`src/rtl/mskrc_round_ctrl.sv`:
```
// Masked Skinny round-constant generator and round counter. Constant is valid 1 cycle after start/advance.
// No backpressure out: advance low holds every register bit-exact, and a start while busy is ignored.
module mskrc_round_ctrl #(
    parameter int d       = 2,
    parameter int NROUNDS = 56
) (
    input  logic             clk,
    input  logic             rst_n,
    input  logic             start,
    input  logic             advance,
    input  logic [6*(d-1)-1:0] rnd,
    output logic [6*d-1:0]   roundcst,
    output logic [5:0]       round_idx,
    output logic             busy,
    output logic             last_round,
    output logic             done
);

    typedef enum logic {
        IDLE = 1'b0,
        RUN  = 1'b1
    } state_t;

    localparam logic [5:0] LAST_IDX = 6'(NROUNDS - 1);

    state_t           state_q, state_d;
    logic [5:0]       rc_q, rc_d;
    logic [5:0]       round_idx_q, round_idx_d;
    logic             done_q, done_d;
    logic [6*d-1:0]   roundcst_q, roundcst_d;
    logic [5:0]       load_rc;
    logic [6*d-1:0]   masked;
    logic             last_q;

    function automatic logic [5:0] lfsr_next(input logic [5:0] v);
        return {v[4:0], v[5] ^ v[4] ^ 1'b1};
    endfunction

    // Value that would be loaded this cycle: the seed from IDLE, the stepped LFSR in RUN.
    always_comb begin
        load_rc = 6'h01;
        if (state_q == RUN) begin
            load_rc = lfsr_next(rc_q);
        end
    end

    // Share 0 absorbs the constant; shares 1..d-1 come straight from rnd.
    always_comb begin
        logic sh0;
        masked = '0;
        sh0    = 1'b0;
        for (int i = 0; i < 6; i++) begin
            sh0 = load_rc[i];
            for (int j = 1; j < d; j++) begin
                masked[i*d+j] = rnd[6*(j-1)+i];
                sh0           = sh0 ^ rnd[6*(j-1)+i];
            end
            masked[i*d] = sh0;
        end
    end

    assign last_q = (state_q == RUN) && (round_idx_q == LAST_IDX);

    always_comb begin
        state_d     = state_q;
        rc_d        = rc_q;
        round_idx_d = round_idx_q;
        roundcst_d  = roundcst_q;
        done_d      = 1'b0;
        case (state_q)
            IDLE: begin
                if (start) begin
                    state_d     = RUN;
                    rc_d        = load_rc;
                    round_idx_d = 6'd0;
                    roundcst_d  = masked;
                end
            end
            RUN: begin
                if (advance) begin
                    if (last_q) begin
                        state_d     = IDLE;
                        rc_d        = 6'd0;
                        round_idx_d = 6'd0;
                        roundcst_d  = '0;
                        done_d      = 1'b1;
                    end else begin
                        rc_d        = load_rc;
                        round_idx_d = round_idx_q + 6'd1;
                        roundcst_d  = masked;
                    end
                end
            end
            default: state_d = IDLE;
        endcase
    end

    always_ff @(posedge clk) begin
        if (!rst_n) begin
            state_q     <= IDLE;
            rc_q        <= 6'd0;
            round_idx_q <= 6'd0;
            roundcst_q  <= '0;
            done_q      <= 1'b0;
        end else begin
            state_q     <= state_d;
            rc_q        <= rc_d;
            round_idx_q <= round_idx_d;
            roundcst_q  <= roundcst_d;
            done_q      <= done_d;
        end
    end

    assign roundcst   = roundcst_q;
    assign round_idx  = round_idx_q;
    assign busy       = (state_q == RUN);
    assign last_round = last_q;
    assign done       = done_q;

endmodule
```
`config.mk`:
```
export PLATFORM = sky130hd
export DESIGN_NAME = mskrc_round_ctrl
export DESIGN_NICKNAME = d
export VERILOG_FILES = /design/src/rtl/mskrc_round_ctrl.sv
export SDC_FILE = /design/constraint.sdc
export NUM_CORES = 1
export LEC_CHECK = 0
export ABC_CLOCK_PERIOD_IN_PS = 2750
export BUFFER_PORTS_ARGS = -buffer_cell sky130_fd_sc_hd__buf_2
export CAP_MARGIN = 10
export CORE_ASPECT_RATIO = 0.75
export CORE_MARGIN = 10
export CORE_UTILIZATION = 54
export DETAILED_ROUTE_END_ITERATION = 16
export GPL_TIMING_DRIVEN = 0
export PLACE_DENSITY = 0.82
export SYNTH_ARGS = -nofsm -noshare
export SYNTH_HDL_FRONTEND = slang
export SYNTH_SLANG_ARGS = --single-unit
```
`constraint.sdc`:
```
create_clock -name clk -period 2.75 [get_ports clk]
set_input_delay 0.1375 -clock clk [delete_from_list [all_inputs] [get_ports clk]]
set_output_delay 0.1375 -clock clk [all_outputs]
set_load 0.03 [all_outputs]
```
# After elaboration in Yosys (flattened, before gate mapping)
# Index checks and enable logic that the tools add are counted.
# word_totals
ram_bits	0
register_bits	26
mem_bits_ro	0
mem_count	0
out_inout_bits	21
latch_bits	0
# classes
mux	18
bitwise_logic	9
magnitude_cmp	0
n_eq_ne	3
div	0
multipliers	0
n_addsub	1
n_reduce_logical	3
n_shift	0
# ops
cell	n
6-bit 2-to-1 mux	7
12-bit 2-to-1 mux	3
12-bit case mux with 2 select lines	1
6-bit case mux with 2 select lines	2
1-bit bitwise XOR	7
6-bit by 1-bit adder with 6-bit output, second input constant	1
6-bit == test, second input constant	1
1-bit 2-to-1 mux	4
2-bit inequality test, second input constant	2
3-bit AND reduction	1
1-bit inverter	2
1-bit case mux with 2 select lines	1
2-bit AND reduction	1
1-bit logical AND	1

# Longest topological paths before layout
# depth
depth_word	7
mapped_depth	7
mapped_depth_nobuf	5

# Least setup slack after synthesis
# OpenSTA, ideal clock, no wires.
# synth_timing
path_kind	flip-flop to flip-flop
from	register round_idx_q[0] (netlist: round_idx[0])
to	register roundcst_q[5] (netlist: roundcst[5])
path_stages_with_launch	7
setup_slack_ns	1.127
arrival_time_ns	1.490
t_required_ns	2.618
path_cell_list	dfxtp_1 ha_1 and4b_4 nand3_2 buf_4 nand3_1 a21oi_1
# synth_between
elab_chain_len	5
# synth_rtl
element	line_no	rtl
start, declared	28	logic [5:0] round_idx_q, round_idx_d;
start signal, assigned	108	round_idx_q <= round_idx_d;
6-bit == test	62	assign last_q = (state_q == RUN) && (round_idx_q == LAST_IDX);
1-bit logical AND	62	
12-bit 2-to-1 mux	81	if (last_q) begin
12-bit 2-to-1 mux	80	if (advance) begin
12-bit case mux with 2 select lines	70	case (state_q)
end signal, assigned	109	roundcst_q <= roundcst_d;
end, declared	30	logic [6*d-1:0] roundcst_q, roundcst_d;
# Every way passes these cells. The select of a mux whose other input is x is not followed.
# A chain may end at the register's enable or synchronous reset.

# Worst setup path after layout
# layout_timing
from	register round_idx_q[0] (netlist: round_idx[0])
to	output port last_round
# layout_between
elab_chain_len	2
# layout_rtl
element	line_no	rtl
6-bit == test	62	
1-bit logical AND	62	
end, declared	15	output logic last_round,
# Every way passes these cells.

==> out/metrics.csv <==
metric;value;unit
status;completed;
Core Region;0.00201;mm²
net count after synthesis;146;
die span in y;60.1;µm
met1 usage;0.150;
Final Net Count;181;
PwrDens;525;mW/mm²
Post-Layout Inst Area;0.00137;mm²
Syn. warnings;0;
largest net degree at the start of global routing;15;
die footprint;0.00441;mm²
Clk pin slew, worst setup/hold paths;0.13;ns
vias in the first global route;999;
initial antenna violation count;0;
DRT Wirelength;2.70;mm
GR Util met3;0.0480;
post-CTS resize count;0;
EDFF count, synth;0;
post-CTS setup buffer count;0;
max frequency;562;MHz
drt first pass iters;5;
Slowest cell on crit path;dfxtp_1;
vias per cell;5.46;
startpoint class of the critical path;flop;
register area share after synthesis;0.451;
Hold Buf Count CTS;0;
Tot GR Track Use;0.129;
Async SR Flop Fraction;0;
n_diodes;0;
# setup viols final;0;
ranking of synthesized cells by area;dfxtp_1 (45%), nand3_1 (7.8%), a21oi_1 (6.9%), nand2_1 (6.5%), xnor2_1 (4.6%);
worst path arrival time;1.64;ns
Max H-tree Level;1;
worst path buffer plus inverter count;1;
crit path max fanout;5;
antenna-violating nets left;0;
Port Buffer Count;30;
distinct cell type count after synthesis;28;
Die W;73.4;µm
Tcrit/Tclk final;0.647;
wire length per cell;14.0;µm
Reg power frac;0.557;
TritonCTS Buffers;3;
clock root cell;clkbuf_4;
Avg Synthesized Cell Area;8.55;µm²
clock power share;0.267;
Starting Density;0.573;
share of layout cells above drive strength 1;0.266;
Worst path max stage delay;0.42;ns
CTS tree;built;
Residual DRC;0;
Slew Limit Fails;0;
HPWL Detailed;2.06;mm
Post-Place Cell Area;0.00134;mm²
busiest layer in global routing;met2;
Final Hold Fails;0;
clock sink total;26;
worst skew pair latency;0.32;ns
maxcap violations;0;
P_int;0.000519;W
mapped cell area;0.00115;mm²
Worst-Margin Slew;0.437;ns
Worst Path Required;2.61;ns
I/O Pins;31;
cell type with the largest total area after synthesis;dfxtp_1;
via count;1054;
RSZ-0062 raised after global routing;false;
register bit total from synthesis;26;
setup TNS;0;ns
Logic pwr share;0.176;
Hold Crit Class;input port to flop;
Max Root-Sink Buffers;2;
CP endpoint kind;output port;
Synth Instances;135;
Top FF cell, synth;dfxtp_1;
clk_skew;0.00347;ns
Sw Pwr;0.000201;W
delay-heaviest family, CP;simple AND/OR/NAND/NOR gates;
VDD IR max;381;µV
Slew HR;0.709;
Synth top area share;0.451;
total leakage power;0.614;nW
CP Cell Sequence;ha_1 -> and4b_4 -> and3_1 -> buf_2;
Rows;14;
Setup Crit Path Kind;flop to output port;
Area Overhead vs Synth;18.7;%
Final min period;1.78;ns
grt ovf;0;
M2 GR Usage;0.220;
Sw Share;0.279;
routability cong.;0.755;
first-pass GRT wire length;4.61;mm
drt first-iter violations;82;
layer usage:
metal  share of wire  wire length (µm)
met5               0                 0
met4          0.0063                17
met3           0.087               235
met2            0.49              1320
met1            0.42              1130
worst paths after layout:
path	cells past startpoint	startpoint	end	slack, ns
worst min-delay path	3	rnd[3]	roundcst[7]	0.07
worst max-delay path	4	round_idx[0]	last_round	0.97
worst min register to register	2	roundcst[4]	roundcst[4]	0.46
worst max register to register	6	round_idx[0]	roundcst[10]	1.19
stage by stage:
stage	setup WS, ns	instances	utilization	hold slack, ns	total power [W]
global route	0.867	193	0.681	0.0689	0.000752
floorplan	1.13	135	-	0.276	0.000498
finish	0.971	193	0.681	0.0737	0.000720
detailed placement	1.22	189	0.663	0.427	0.000537
global placement	1.25	189	0.663	0.415	0.000534
CTS	0.968	193	0.681	0.0752	0.000723
layout make-up:
class / count / area (µm²)
tap: 24 / 30.0
buffer: 8 / 67.6
inverter: 1 / 3.75
timing repair buffer: 30 / 150
sequential: 26 / 520
fill: 165 / 643
multi-input combinational: 100 / 563
clock buffer: 4 / 36.3
registers in the layout, summed over array words and instances (netlist names):
| signal | flops |
|---|---|
| busy | 1 |
| done | 1 |
| rc_q | 6 |
| round_idx | 6 |
| roundcst | 12 |
Yosys cell counts (2+ instances only):
cell	count
buf_6	3
and2_1	2
nand3_1	18
and3_1	3
clkbuf_1	2
a21oi_1	16
nand3b_1	2
o21ai_0	5
dfxtp_1	26
nor2_1	11
a22oi_1	6
nand2_1	20
xnor2_1	6
power groups by stage:
stage               sequential, W  clock (W)  combinational [W]
floorplan                0.000437          0          0.0000605
global placement         0.000409          0           0.000125
detailed placement       0.000410          0           0.000127
CTS                      0.000401   0.000195           0.000127
global route             0.000403   0.000210           0.000138
finish                   0.000401   0.000192           0.000127
cell usage in the layout (no fill, tap or decap):
cell	synthesis	routed
and4b_4	1	1
xnor2_1	6	6
dfxtp_1	26	26
nand3_1	18	18
clkbuf_4	0	3
inv_1	1	1
nand3_2	1	1
a22oi_1	6	6
buf_6	3	3
o21ai_0	5	5
nand2_1	20	20
or4_1	1	1
nand3b_1	2	2
and3_1	3	3
a21oi_1	16	16
a21oi_4	1	1
a31oi_1	1	1
clkbuf_8	1	2
nand2_4	1	1
nand2b_1	1	1
clkbuf_1	2	2
buf_4	1	1
ha_1	1	1
xor2_1	1	1
nand4_1	1	1
and2_4	1	1
buf_2	1	31
and2_1	2	2
nor2_1	11	11
worst min-delay path, cell delays in order:
cell,delay (ns)
buf_2,0.11
nand3_1,0.06
a21oi_1,0.06
cells by family after synthesis:
logic type | after synthesis | synth area share
and+or+nand+nor | 63 | 0.274
DFF | 26 | 0.451
buffers and inverters | 9 | 0.0617
adders and majority gates | 1 | 0.0108
AOI/OAI and AO/OA | 29 | 0.150
xor gates and xnor gates | 7 | 0.0531
Power figures use the tool's default switching activity.
